==> config.mk <==
export PLATFORM = sky130hd
export DESIGN_NAME = dsa_img_loader_flat
export DESIGN_NICKNAME = d
export VERILOG_FILES = /design/src/rtl/dsa_img_loader_pkg.sv /design/src/rtl/dsa_img_loader_if.sv /design/src/rtl/dsa_img_loader_gap_timer.sv /design/src/rtl/dsa_img_loader.sv /design/src/flat_wrapper.sv
export SDC_FILE = /design/constraint.sdc
export NUM_CORES = 1
export LEC_CHECK = 0
export CORE_MARGIN = 2
export CORE_UTILIZATION = 56
export DETAILED_ROUTE_END_ITERATION = 10
export MAX_ROUTING_LAYER = met4
export PLACE_DENSITY_LB_ADDON = 0.1
export SYNTH_ARGS = -nofsm -noshare
export SYNTH_HDL_FRONTEND = slang
export SYNTH_SLANG_ARGS = --single-unit
==> constraint.sdc <==
create_clock -name clk -period 6.95 [get_ports clk]
set_input_delay 1.7375 -clock clk [delete_from_list [all_inputs] [get_ports clk]]
set_output_delay 1.7375 -clock clk [all_outputs]
set_load 0.01 [all_outputs]
==> src/rtl/dsa_img_loader_pkg.sv <==
// Shared types for the DSA image loader: frame magic, FSM states and error codes.
// Also provides the end-of-image address helper used by the size check.
package dsa_loader_pkg;

  localparam logic [7:0] MAGIC = 8'hA5;

  typedef enum logic [3:0] {
    IDLE,
    HDR_W0,
    HDR_W1,
    HDR_H0,
    HDR_H1,
    CHECK,
    PAYLOAD,
    CSUM,
    DONE
  } loader_state_t;

  typedef enum logic [2:0] {
    ERR_NONE    = 3'd0,
    ERR_HDR     = 3'd1,
    ERR_SIZE    = 3'd2,
    ERR_CSUM    = 3'd3,
    ERR_TIMEOUT = 3'd4
  } loader_err_t;

  // One past the last byte the image would occupy; 33 bits so the sum cannot wrap.
  function automatic logic [32:0] frame_end(input logic [31:0] base,
                                            input logic [15:0] w,
                                            input logic [15:0] h);
    return {1'b0, base} + {1'b0, 32'(w) * 32'(h)};
  endfunction

endpackage

==> src/rtl/dsa_img_loader_if.sv <==
// Byte stream from the UART receiver plus the write port into the shared image memory.
// The loader sits on the slave side; the source/observer sits on the master side.
interface dsa_img_loader_if #(
  parameter int AW = 19
);
  logic [7:0]    s_data;
  logic          s_valid;
  logic          s_ready;
  logic          mem_we;
  logic [AW-1:0] mem_addr;
  logic [7:0]    mem_wdata;

  modport master (
    output s_data, s_valid,
    input  s_ready,
    input  mem_we, mem_addr, mem_wdata
  );

  modport slave (
    input  s_data, s_valid,
    output s_ready,
    output mem_we, mem_addr, mem_wdata
  );
endinterface

==> src/rtl/dsa_img_loader_gap_timer.sv <==
// Counts idle cycles since the last accepted byte while a frame is open.
// expired is raised on the GAP_CYC-th idle cycle, never in a cycle that carries a byte.
module byte_gap_timer #(
  parameter int GAP_CYC = 5_000_000
) (
  input  logic clk,
  input  logic rst,
  input  logic run,
  input  logic kick,
  output logic expired
);

  localparam int CW = (GAP_CYC > 1) ? $clog2(GAP_CYC) : 1;
  localparam logic [CW-1:0] LAST = CW'(GAP_CYC - 1);

  logic [CW-1:0] cnt;

  always_ff @(posedge clk) begin
    if (rst || !run || kick) begin
      cnt <= '0;
    end else if (cnt != LAST) begin
      cnt <= cnt + CW'(1);
    end
  end

  assign expired = run && !kick && (cnt == LAST);

endmodule

==> src/rtl/dsa_img_loader.sv <==
// Parses a framed image from the UART byte stream, writes the pixels into image memory
// and, once the checksum matches, publishes the dimensions and pulses load_done.
module dsa_img_loader
  import dsa_loader_pkg::*;
#(
  parameter int            AW        = 19,
  parameter int            MAX_DIM   = 1024,
  parameter logic [AW-1:0] BASE_ADDR = '0,
  parameter int            GAP_CYC   = 5_000_000
) (
  input  logic                  clk,
  input  logic                  rst,
  dsa_img_loader_if.slave       bus,
  output logic [15:0]           o_in_w,
  output logic [15:0]           o_in_h,
  output logic                  o_img_valid,
  output logic                  load_done,
  output logic                  o_busy,
  output logic [2:0]            o_err,
  output logic [31:0]           o_byte_count
);

  localparam logic [15:0] MAX_D  = 16'(MAX_DIM);
  localparam logic [32:0] DEPTH  = 33'(1) << AW;
  localparam logic [31:0] BASE32 = 32'(BASE_ADDR);

  loader_state_t state, state_nxt;
  loader_err_t   err_q, err_nxt;
  logic          set_err;
  logic          accept;
  logic          expired;
  logic [15:0]   w_sh, h_sh;
  logic [31:0]   total, pix_cnt;
  logic [7:0]    csum;
  logic          we_q;
  logic [AW-1:0] addr_q;
  logic [7:0]    wdata_q;

  assign bus.s_ready = (state != CHECK) && (state != DONE);
  assign accept      = bus.s_valid && bus.s_ready;

  byte_gap_timer #(
    .GAP_CYC(GAP_CYC)
  ) u_gap (
    .clk    (clk),
    .rst    (rst),
    .run    (state != IDLE),
    .kick   (accept),
    .expired(expired)
  );

  always_ff @(posedge clk) begin
    if (rst) begin
      state <= IDLE;
    end else begin
      state <= state_nxt;
    end
  end

  always_comb begin
    state_nxt = state;
    set_err   = 1'b0;
    err_nxt   = ERR_NONE;
    case (state)
      IDLE:    if (accept && bus.s_data == MAGIC) state_nxt = HDR_W0;
      HDR_W0:  if (accept) state_nxt = HDR_W1;
      HDR_W1:  if (accept) state_nxt = HDR_H0;
      HDR_H0:  if (accept) state_nxt = HDR_H1;
      HDR_H1:  if (accept) state_nxt = CHECK;
      CHECK: begin
        if (w_sh == 16'd0 || h_sh == 16'd0 || w_sh > MAX_D || h_sh > MAX_D) begin
          state_nxt = IDLE;
          set_err   = 1'b1;
          err_nxt   = ERR_HDR;
        end else if (frame_end(BASE32, w_sh, h_sh) > DEPTH) begin
          state_nxt = IDLE;
          set_err   = 1'b1;
          err_nxt   = ERR_SIZE;
        end else begin
          state_nxt = PAYLOAD;
        end
      end
      PAYLOAD: if (accept && pix_cnt == total - 32'd1) state_nxt = CSUM;
      CSUM: begin
        if (accept) begin
          if (bus.s_data == csum) begin
            state_nxt = DONE;
          end else begin
            state_nxt = IDLE;
            set_err   = 1'b1;
            err_nxt   = ERR_CSUM;
          end
        end
      end
      DONE:    state_nxt = IDLE;
      default: state_nxt = IDLE;
    endcase
    // expired is never high alongside an accepted byte, so a late byte always wins
    if (expired && (state inside {HDR_W0, HDR_W1, HDR_H0, HDR_H1, PAYLOAD, CSUM})) begin
      state_nxt = IDLE;
      set_err   = 1'b1;
      err_nxt   = ERR_TIMEOUT;
    end
  end

  always_ff @(posedge clk) begin
    if (rst) begin
      w_sh         <= '0;
      h_sh         <= '0;
      total        <= '0;
      pix_cnt      <= '0;
      csum         <= '0;
      we_q         <= 1'b0;
      addr_q       <= '0;
      wdata_q      <= '0;
      err_q        <= ERR_NONE;
      o_in_w       <= '0;
      o_in_h       <= '0;
      o_img_valid  <= 1'b0;
      load_done    <= 1'b0;
      o_byte_count <= '0;
    end else begin
      we_q      <= 1'b0;
      load_done <= 1'b0;
      if (accept) begin
        o_byte_count <= o_byte_count + 32'd1;
        case (state)
          HDR_W0:  w_sh[7:0]  <= bus.s_data;
          HDR_W1:  w_sh[15:8] <= bus.s_data;
          HDR_H0:  h_sh[7:0]  <= bus.s_data;
          HDR_H1:  h_sh[15:8] <= bus.s_data;
          default: ;
        endcase
      end
      if (state == CHECK && state_nxt == PAYLOAD) begin
        total       <= 32'(w_sh) * 32'(h_sh);
        pix_cnt     <= '0;
        csum        <= '0;
        o_img_valid <= 1'b0;
      end
      if (state == PAYLOAD && accept) begin
        we_q    <= 1'b1;
        addr_q  <= BASE_ADDR + pix_cnt[AW-1:0];
        wdata_q <= bus.s_data;
        csum    <= csum + bus.s_data;
        pix_cnt <= pix_cnt + 32'd1;
      end
      if (set_err) begin
        err_q <= err_nxt;
      end
      if (state == DONE) begin
        o_in_w      <= w_sh;
        o_in_h      <= h_sh;
        o_img_valid <= 1'b1;
        load_done   <= 1'b1;
        err_q       <= ERR_NONE;
      end
    end
  end

  // A write pending from the previous cycle is dropped if reset lands on it
  assign bus.mem_we    = we_q && !rst;
  assign bus.mem_addr  = addr_q;
  assign bus.mem_wdata = wdata_q;
  assign o_busy        = (state != IDLE);
  assign o_err         = err_q;

endmodule

==> src/flat_wrapper.sv <==
// flat-port wrapper written by rule: the top's interface ports become plain ports
module dsa_img_loader_flat import dsa_loader_pkg::*;
#(
  parameter int            AW        = 19,
  parameter int            MAX_DIM   = 1024,
  parameter logic [AW-1:0] BASE_ADDR = '0,
  parameter int            GAP_CYC   = 5_000_000
)
  (clk, rst, o_in_w, o_in_h, o_img_valid, load_done, o_busy, o_err, o_byte_count, bus_s_data, bus_s_valid, bus_s_ready, bus_mem_we, bus_mem_addr, bus_mem_wdata);
  dsa_img_loader_if #(.AW(AW)) bus_i ();
  input  logic clk;
  input  logic rst;
  output logic [15:0] o_in_w;
  output logic [15:0] o_in_h;
  output logic o_img_valid;
  output logic load_done;
  output logic o_busy;
  output logic [2:0] o_err;
  output logic [31:0] o_byte_count;
  input wire logic [$bits(bus_i.s_data)-1:0] bus_s_data;
  input wire logic [$bits(bus_i.s_valid)-1:0] bus_s_valid;
  output wire logic [$bits(bus_i.s_ready)-1:0] bus_s_ready;
  output wire logic [$bits(bus_i.mem_we)-1:0] bus_mem_we;
  output wire logic [$bits(bus_i.mem_addr)-1:0] bus_mem_addr;
  output wire logic [$bits(bus_i.mem_wdata)-1:0] bus_mem_wdata;
  assign bus_i.s_data = bus_s_data;
  assign bus_i.s_valid = bus_s_valid;
  assign bus_s_ready = bus_i.s_ready;
  assign bus_mem_we = bus_i.mem_we;
  assign bus_mem_addr = bus_i.mem_addr;
  assign bus_mem_wdata = bus_i.mem_wdata;
  dsa_img_loader #(.AW(AW), .MAX_DIM(MAX_DIM), .BASE_ADDR(BASE_ADDR), .GAP_CYC(GAP_CYC)) u_core (.clk(clk), .rst(rst), .bus(bus_i), .o_in_w(o_in_w), .o_in_h(o_in_h), .o_img_valid(o_img_valid), .load_done(load_done), .o_busy(o_busy), .o_err(o_err), .o_byte_count(o_byte_count));
endmodule
==> impl_results.md, run 1 <==
* Root Driver: clkbuf_16
* Status: complete, but fails checks
* Cells after Synth at 2294
* Height of the die at 190 um
* Max-cap viol count at 0
* CP Cell Sequence: and2_1, fa_1, inv_1, fa_2, fa_1, fa_1, inv_1, fa_1, inv_1, fa_1, inv_1, ha_4, buf_4, a311o_1, a221oi_4, buf_6, xor2_4, a41oi_1, or3_4, nor4_4, buf_6, nor3_4, buf_12, a211o_1
* Worst hold-check path type: reg2reg
* Global-route wire length before repair at 85.4 mm
* Vias at 16600
* Setup Crit Path Kind: reg2reg
* Yosys top cell by area: dfxtp_1
* RSZ-0062 raised after global routing: yes
* Reg clk slew, reported paths at 0.06 ns
* CP dominant cell by count: fa_1
* Largest family of logic cells by synthesized area: adder cells
* Syn_nets at 2615
* IO buf count at 109
* Diodes inserted at 0
* Post-Place Setup Slack at -0.345 ns
* Switch share at 22.3%
* Initial core utilization at 57.2%
* Slew @ Worst Pin at 1.13 ns
* Share of layout cells above drive strength 1 at 14.5%
* Synthesized cell area at 19300 sq um
* Final cell count without fillers at 2958
* Number of synthesized flops with an enable pin at 0
* Worst Clk Skew at 0.0349 ns
* Synth unique cells at 71
* Slew Limit Fails at 0
* Final hold vios at 0
* Clock power share at 51.9%
* Placed wire-length estimate at 39.3 mm
* Avg WL per Cell at 17.4 um
* NumNets Final at 2811
* DP Cell Count at 2891
* Crit. End Element: flop
* Syn Area/Cell at 8.41 sq um
* Total power at 2.85 mW
* Cell family with most CP delay: adder cells
* Tmin final at 6.97 ns
* Drt pass-1 iters at 5
* Sequential share of power at 45.8%
* Sw power at 0.636 mW
* Arr. time, crit path at 7.40 ns
* Fmax at 144 MHz
* Mux contribution to synthesized area at 1.87%
* Worst vdd ir at 0.000193 V
* Int Power at 2.22 mW
* Top-area cell type share of the netlist area at 23.7%
* DIE AREA at 35900 sq um
* Yosys Warn Count at 0
* Synth area leaders: dfxtp_1 24%, fa_1 20%, ha_1 7.5%
* Compound-Gate Fraction of Synth Area at 10.6%
* Clock sink total at 228
* Grt met2 use at 46.9%
* Sequential-to-total area share from yosys stat at 23.7%
* Largest net degree at the start of global routing at 159
* Final setup fails at 1
* Vias in the first global route at 16700
* Global routing usage on met3 at 5.42%
* #FFs+latches synth at 228
* Slowest cell on the critical path: fa_2
* Post-Synth Adder-Cell Area at 27.7%
* Commonest cells in the netlist: 349 x nand2_1, 241 x inv_1, 228 x dfxtp_1
* # DRC at 0
* Htree depth at 1
* WP data required at 7.38 ns
* CP Max Fanout at 21
* CTS tree: yes
* Die W at 190 um
* Pwr dens at 121 nW/um^2
* Fraction of registers with async set/reset at 0%
* First DRT Iteration DRCs at 1091
* Largest stage delay on the critical path at 0.54 ns
* Area delta synth->final at 21.9%
* Final RePlAce weighted congestion at 0.939
* Clock Latency Late Sink at 0.57 ns
* Simple-Gate Fraction of Synth Area at 22.9%
* Count leader, synth: nand2_1
* Detailed Route WL at 51.5 mm
* Row count at 67
* Setup crit start kind: flop
* Synth Area in XOR/XNOR at 5.71%
* Failing checks: setup timing
* CTS Hold Buffers Added at 0
* Clock buffer count from CTS at 26
* Leak at 10.8 nW
* Slew margin rel. at 23.4%
* I/O pin count at 110
* WP buf/inv at 8
* Fin worst setup slack at -0.0165 ns
* Antenna violations before repair at 0
* Comb power frac at 2.3%
* Period utilization at 100%
* Filler cells at 2730
* Main flop type after synthesis: dfxtp_1
* GR Layer Usage met1 at 40.4%
* GRT Max-Usage Layer: met2
* Setup TNS at -0.0165 ns
* Vias per std cell at 5.63
* Worst-case clock buffer depth at 3
* All-Layer GR Usage at 30.3%
* Core area at 33700 sq um
* Grt ovf at 0
* DRT antenna net count at 0
-- flip-flops by register name (all words and copies together), names as in the netlist, 4 cells and up --
name,cells
u_core.o_byte_count,32
u_core.pix_cnt,32
u_core.total,32
u_core.u_gap.cnt,23
u_core.bus.mem_addr,19
u_core.h_sh,16
u_core.o_in_h,16
u_core.o_in_w,16
u_core.w_sh,16
u_core.bus.mem_wdata,8
u_core.csum,8
u_core.state,4
-- final timing paths --
check | start | end | slack, ns | cells after the start
min reg2reg | u_core.o_in_h[5]$_SDFFE_PP0P_ | u_core.o_in_h[5]$_SDFFE_PP0P_ | 0.45 | 2
max | u_core.h_sh[4]$_SDFFE_PP0P_ | u_core.csum[7]$_SDFFE_PP0P_ | -0.02 | 24
max reg2reg | u_core.h_sh[4]$_SDFFE_PP0P_ | u_core.csum[7]$_SDFFE_PP0P_ | -0.02 | 24
min | u_core.o_in_h[5]$_SDFFE_PP0P_ | u_core.o_in_h[5]$_SDFFE_PP0P_ | 0.45 | 2
-- worst reg2reg max path: cells and delay by family, from the launching register on --
family          cells  cell delay, ns
buf+inv             8            0.94
xor+xnor            1            0.16
fa+ha+maj           7            3.25
flops               1            0.36
simple gates        4            0.93
compound gates      4            1.19
-- placed cells by master (no fill, tap or decap), types with 7 or more instances in the layout --
cell | Yosys | layout
o21bai_1 | 10 | 9
o21ai_0 | 43 | 36
clkdlybuf4s50_1 | 0 | 108
xnor2_1 | 62 | 60
a21o_1 | 30 | 29
o21a_1 | 8 | 8
a21oi_1 | 109 | 102
nor3_1 | 48 | 44
buf_4 | 0 | 179
nor2_1 | 140 | 139
buf_12 | 0 | 7
nor3b_1 | 17 | 17
a31oi_1 | 10 | 8
dfxtp_1 | 228 | 209
a22o_1 | 10 | 10
nand3_1 | 59 | 56
or3_1 | 19 | 14
ha_4 | 0 | 10
ha_1 | 115 | 103
a211o_1 | 15 | 15
fa_1 | 195 | 190
clkbuf_16 | 0 | 26
dfxtp_2 | 0 | 9
xor2_1 | 62 | 60
nand4_1 | 22 | 22
inv_1 | 241 | 237
nand2_1 | 349 | 347
and2_1 | 144 | 126
nor4_1 | 17 | 17
and3_1 | 43 | 42
mux2i_1 | 35 | 35
and2_4 | 0 | 17
dfxtp_4 | 0 | 10
buf_6 | 0 | 12
o31ai_1 | 8 | 7
-- what timing repair did --
item | 4_1_cts | 5_1_grt
endpoints found under the setup margin | 75 | 78
gates cloned | 2 | 0
pin swaps | 4 | 41
resized for setup | 54 | 97
setup buffers | 6 | 11
-- power groups by stage --
stage | Combinational (mW) | Clock (mW) | Sequential, mW
2_1_floorplan | 0.0326 | 0 | 1.34
3_3_place_gp | 0.0625 | 0 | 1.34
3_5_place_dp | 0.0628 | 0 | 1.34
4_1_cts | 0.0640 | 1.50 | 1.31
5_1_grt | 0.0701 | 1.55 | 1.31
6_report | 0.0654 | 1.48 | 1.31
-- metrics by stage --
stage / utilization [%] / instance area (sq um) / hold slack (ns)
global route: 69.8 / 23500 / 0.469
global placement: 64.9 / 21900 / 0.436
detailed placement: 64.9 / 21900 / 0.443
CTS: 68.5 / 23100 / 0.455
finish: 69.8 / 23500 / 0.452
floorplan: - / 19300 / 0.446
-- layout make-up --
type                    instances  area (sq um)  area share (%)
multi-input cells            1684         13800            58.5
well taps                     448           561            2.38
clock inverters                14           198           0.841
inverters                     242           908            3.86
repair buffers                308          2740            11.7
flip-flops and latches        228          4610            19.6
clock buffers                  34           731            3.11
-- per-layer routing --
layer	vias to the layer above	wire [um]
li1	7900	-
met1	8091	22900
met2	525	23200
met3	130	3390
met4	0	2010
met5	-	0
-- kinds of logic (layout without fill, tap and decap cells) --
kind of cell    after synthesis  count (layout)
mux                          36              36
fa+ha+maj                   310             310
buf+inv                     382             598
compound gates              308             308
xor+xnor                    125             125
flops                       228             228
simple gates                905             905
Note: power is estimated with default switching activity, not from simulation.
==> inputs of run 2 (changes only) <==
--- a/config.mk
+++ b/config.mk
@@ -5,11 +5,15 @@
 export SDC_FILE = /design/constraint.sdc
 export NUM_CORES = 1
 export LEC_CHECK = 0
+export ABC_AREA = 0
+export CELL_PAD_IN_SITES_DETAIL_PLACEMENT = 0
+export CELL_PAD_IN_SITES_GLOBAL_PLACEMENT = 1
 export CORE_MARGIN = 2
-export CORE_UTILIZATION = 56
+export CORE_UTILIZATION = 42
 export DETAILED_ROUTE_END_ITERATION = 10
 export MAX_ROUTING_LAYER = met4
 export PLACE_DENSITY_LB_ADDON = 0.1
+export SLEW_MARGIN = 20
 export SYNTH_ARGS = -nofsm -noshare
 export SYNTH_HDL_FRONTEND = slang
 export SYNTH_SLANG_ARGS = --single-unit
==> run 2 against run 1 <==
Effect of this change: the flow still finishes with violations (setup timing); clock power decreased by 3%; critical path depth increased by 2; power decreased by 1.2%; via count decreased by 2.2%.
==> impl_results.md, run 2 (synthesis gave the netlist of run 1 again) <==
* Status: complete, but fails checks (unchanged)
* Failing checks: setup timing (unchanged)
* Avg WL per Cell at 17.3 um (was 17.4 um)
* Highest routed metal layer: met4 (unchanged)
* Share of layout cells above drive strength 1 at 13.0% (was 14.5%)
* Worst r2r src: u_core.h_sh[5]$_SDFFE_PP0P_ (was u_core.h_sh[4]$_SDFFE_PP0P_)
* Height of the die at 218 um (was 190 um)
* Pwr dens at 120 nW/um^2 (was 121 nW/um^2)
* Vias per std cell at 5.22 (was 5.63)
* WP data required at 7.42 ns (was 7.38 ns)
* DR WL met3 at 2.68 mm (was 3.39 mm)
* Placed cell area at 22100 sq um (was 21900 sq um)
* Placed wire-length estimate at 41.4 mm (was 39.3 mm)
* Period utilization at 101% (was 100%)
* Clock buffer count from CTS at 28 (was 26)
* Slew Limit Fails at 0 (unchanged)
* Core area at 45400 sq um (was 33700 sq um)
* Worst vdd ir at 0.000176 V (was 0.000193 V)
* CP Launch Point: u_core.h_sh[5]$_SDFFE_PP0P_ (was u_core.h_sh[4]$_SDFFE_PP0P_)
* Slew @ Worst Pin at 1.09 ns (was 1.13 ns)
* RSZ-0062 raised after global routing: yes (unchanged)
* Initial core utilization at 42.5% (was 57.2%)
* DP Cell Count at 3046 (was 2891)
* Fin worst setup slack at -0.0772 ns (was -0.0165 ns)
* Post-Place Setup Slack at -0.373 ns (was -0.345 ns)
* Metal2 WL at 24.3 mm (was 23.2 mm)
* Grt ovf at 0 (unchanged)
* CP Max Fanout at 6 (was 21)
* Final core utilization at 51.8% (was 69.8%)
* Most common cell after layout, fill and taps aside: nand2_1 (unchanged)
* Clock Latency Late Sink at 0.59 ns (was 0.57 ns)
* Final RePlAce weighted congestion at 0.888 (was 0.939)
* Vias in the first global route at 16700 (about the same)
* Reg clk slew, reported paths at 0.06 ns (about the same)
* First DRT Iteration DRCs at 761 (was 1091)
* Total power at 2.82 mW (was 2.85 mW)
* All-Layer GR Usage at 23.9% (was 30.3%)
* Final hold vios at 0 (unchanged)
* Tmin final at 7.03 ns (was 6.97 ns)
* Global-route wire length before repair at 88.7 mm (was 85.4 mm)
* DRT met1 WL at 25.5 mm (was 22.9 mm)
* DRT antenna net count at 0 (unchanged)
* Area delta synth->final at 21.9% (about the same)
* Clock sink total at 228 (unchanged)
* Die W at 218 um (was 190 um)
* FF-to-FF path depth at 26 (was 24)
* Vias at 16300 (was 16600)
* Arr. time, crit path at 7.50 ns (was 7.40 ns)
* Htree depth at 1 (unchanged)
* IO buf count at 109 (unchanged)
* Detailed Route WL at 54.0 mm (was 51.5 mm)
* CTS tree: yes (unchanged)
* Max-cap viol count at 0 (unchanged)
* I/O pin count at 110 (unchanged)
* Worst Clk Skew at 0.0104 ns (was 0.0349 ns)
* Worst-case clock buffer depth at 3 (unchanged)
* Crit. End Element: flop (unchanged)
* Leak at 10.7 nW (was 10.8 nW)
* Worst hold-check path type: reg2reg (unchanged)
* Setup crit start kind: flop (unchanged)
* Antenna violations before repair at 0 (unchanged)
* Worst hold start: u_core.bus.mem_wdata[1]$_SDFFE_PP0P_ (was u_core.o_in_h[5]$_SDFFE_PP0P_)
* Setup TNS at -0.929 ns (was -0.0165 ns)
* Slew margin rel. at 26.2% (was 23.4%)
* Most frequent cells in the layout: 349 x nand2_1, 238 x inv_1, 205 x dfxtp_1 (was 347 x nand2_1, 237 x inv_1, 209 x dfxtp_1)
* # DRC at 0 (unchanged)
* Final setup fails at 27 (was 1)
* Row count at 78 (was 67)
* Largest net degree at the start of global routing at 85 (was 159)
* Fmax at 142 MHz (was 144 MHz)
* DIE AREA at 47700 sq um (was 35900 sq um)
* Final Cell Area at 23500 sq um (about the same)
* Drt pass-1 iters at 5 (unchanged)
* Final hold slack at 0.451 ns (was 0.452 ns)
* Setup Crit Path Kind: reg2reg (unchanged)
* Root Driver: clkbuf_16 (unchanged)
* Diodes inserted at 0 (unchanged)
* Final cell count without fillers at 3116 (was 2958)
* Regs by FF count: u_core.o_byte_count x32, u_core.pix_cnt x32, u_core.total x32 (unchanged)
* Worst hold stages at 2 (unchanged)
* NumNets Final at 2817 (was 2811)
==> run 2: cell types whose count changed in the layout (fill, tap and decap cells not counted), moves of 5 or more <==
cell       delta
and2_1       +14
and2_4       -14
clkbuf_16     +6
ha_1          +6
ha_4          -5
o21ai_0       +5
==> run 2: where the power goes <==
part	internal [mW]	switching (mW)	total, mW
Sequential	1.30	0.00297	1.31
Clock	0.822	0.618	1.44
Combinational	0.0246	0.0475	0.0721
==> run 2: cell type report <==
type	count	area, sq um
multi-input combinational	1684	13500
tap	600	751
sequential	228	4630
inverter	242	908
clock inverter	11	113
fill	4412	21900
timing repair buffer	312	2820
clock buffer	39	782
==> run 2: path summary, 6_finish.rpt <==
check	to	slack, ns
worst max-delay path	u_core.pix_cnt[22]$_SDFFE_PP0P_	-0.08
worst min-delay path	u_core.bus.mem_wdata[1]$_SDFFE_PP0P_	0.45
worst max register to register	u_core.pix_cnt[22]$_SDFFE_PP0P_	-0.08
worst min register to register	u_core.bus.mem_wdata[1]$_SDFFE_PP0P_	0.45
==> run 2: metal layers <==
metal / global-route usage [%] / vias to the layer above
met3: 3.56 / 83
li1: - / 7889
met1: 32.1 / 7987
met4: 7.19 / 0
met5: - / -
met2: 37.3 / 322
==> run 2: timing repair <==
item / in CTS / in global routing
endpoints found under the hold margin: 0 / 0
gates cloned: 0 / 6
buffers inserted: 1 / 13
hold buffers: 0 / 0
pin swaps: 2 / 26
endpoints found under the setup margin: 76 / 76
resized for setup: 38 / 54
==> run 2: critical path, stage by stage, from the launching register on <==
cell and delay, ns:
dfxtp_4 0.37, buf_6 0.13, and2_4 0.15, fa_1 0.51
inv_1 0.05, fa_1 0.49, inv_2 0.04, fa_1 0.48
fa_1 0.51, fa_2 0.59, inv_2 0.05, fa_1 0.49
inv_2 0.05, ha_4 0.28, nand4_1 0.12, or3_1 0.35
o221a_4 0.28, o31ai_4 0.25, a41oi_2 0.16, xnor2_1 0.14
or3_4 0.41, nor4_4 0.20, buf_4 0.16, nor3_4 0.07
buf_4 0.18, clkbuf_16 0.15, a211o_1 0.25
==> inputs of run 3 (changes only) <==
--- a/config.mk
+++ b/config.mk
@@ -13,7 +13,7 @@
 export DETAILED_ROUTE_END_ITERATION = 10
 export MAX_ROUTING_LAYER = met4
 export PLACE_DENSITY_LB_ADDON = 0.1
-export SLEW_MARGIN = 20
+export SLEW_MARGIN = 10
 export SYNTH_ARGS = -nofsm -noshare
 export SYNTH_HDL_FRONTEND = slang
 export SYNTH_SLANG_ARGS = --single-unit
==> results of run 3 <==
The final DEF is identical to that of run 2; final timing and power are the same.
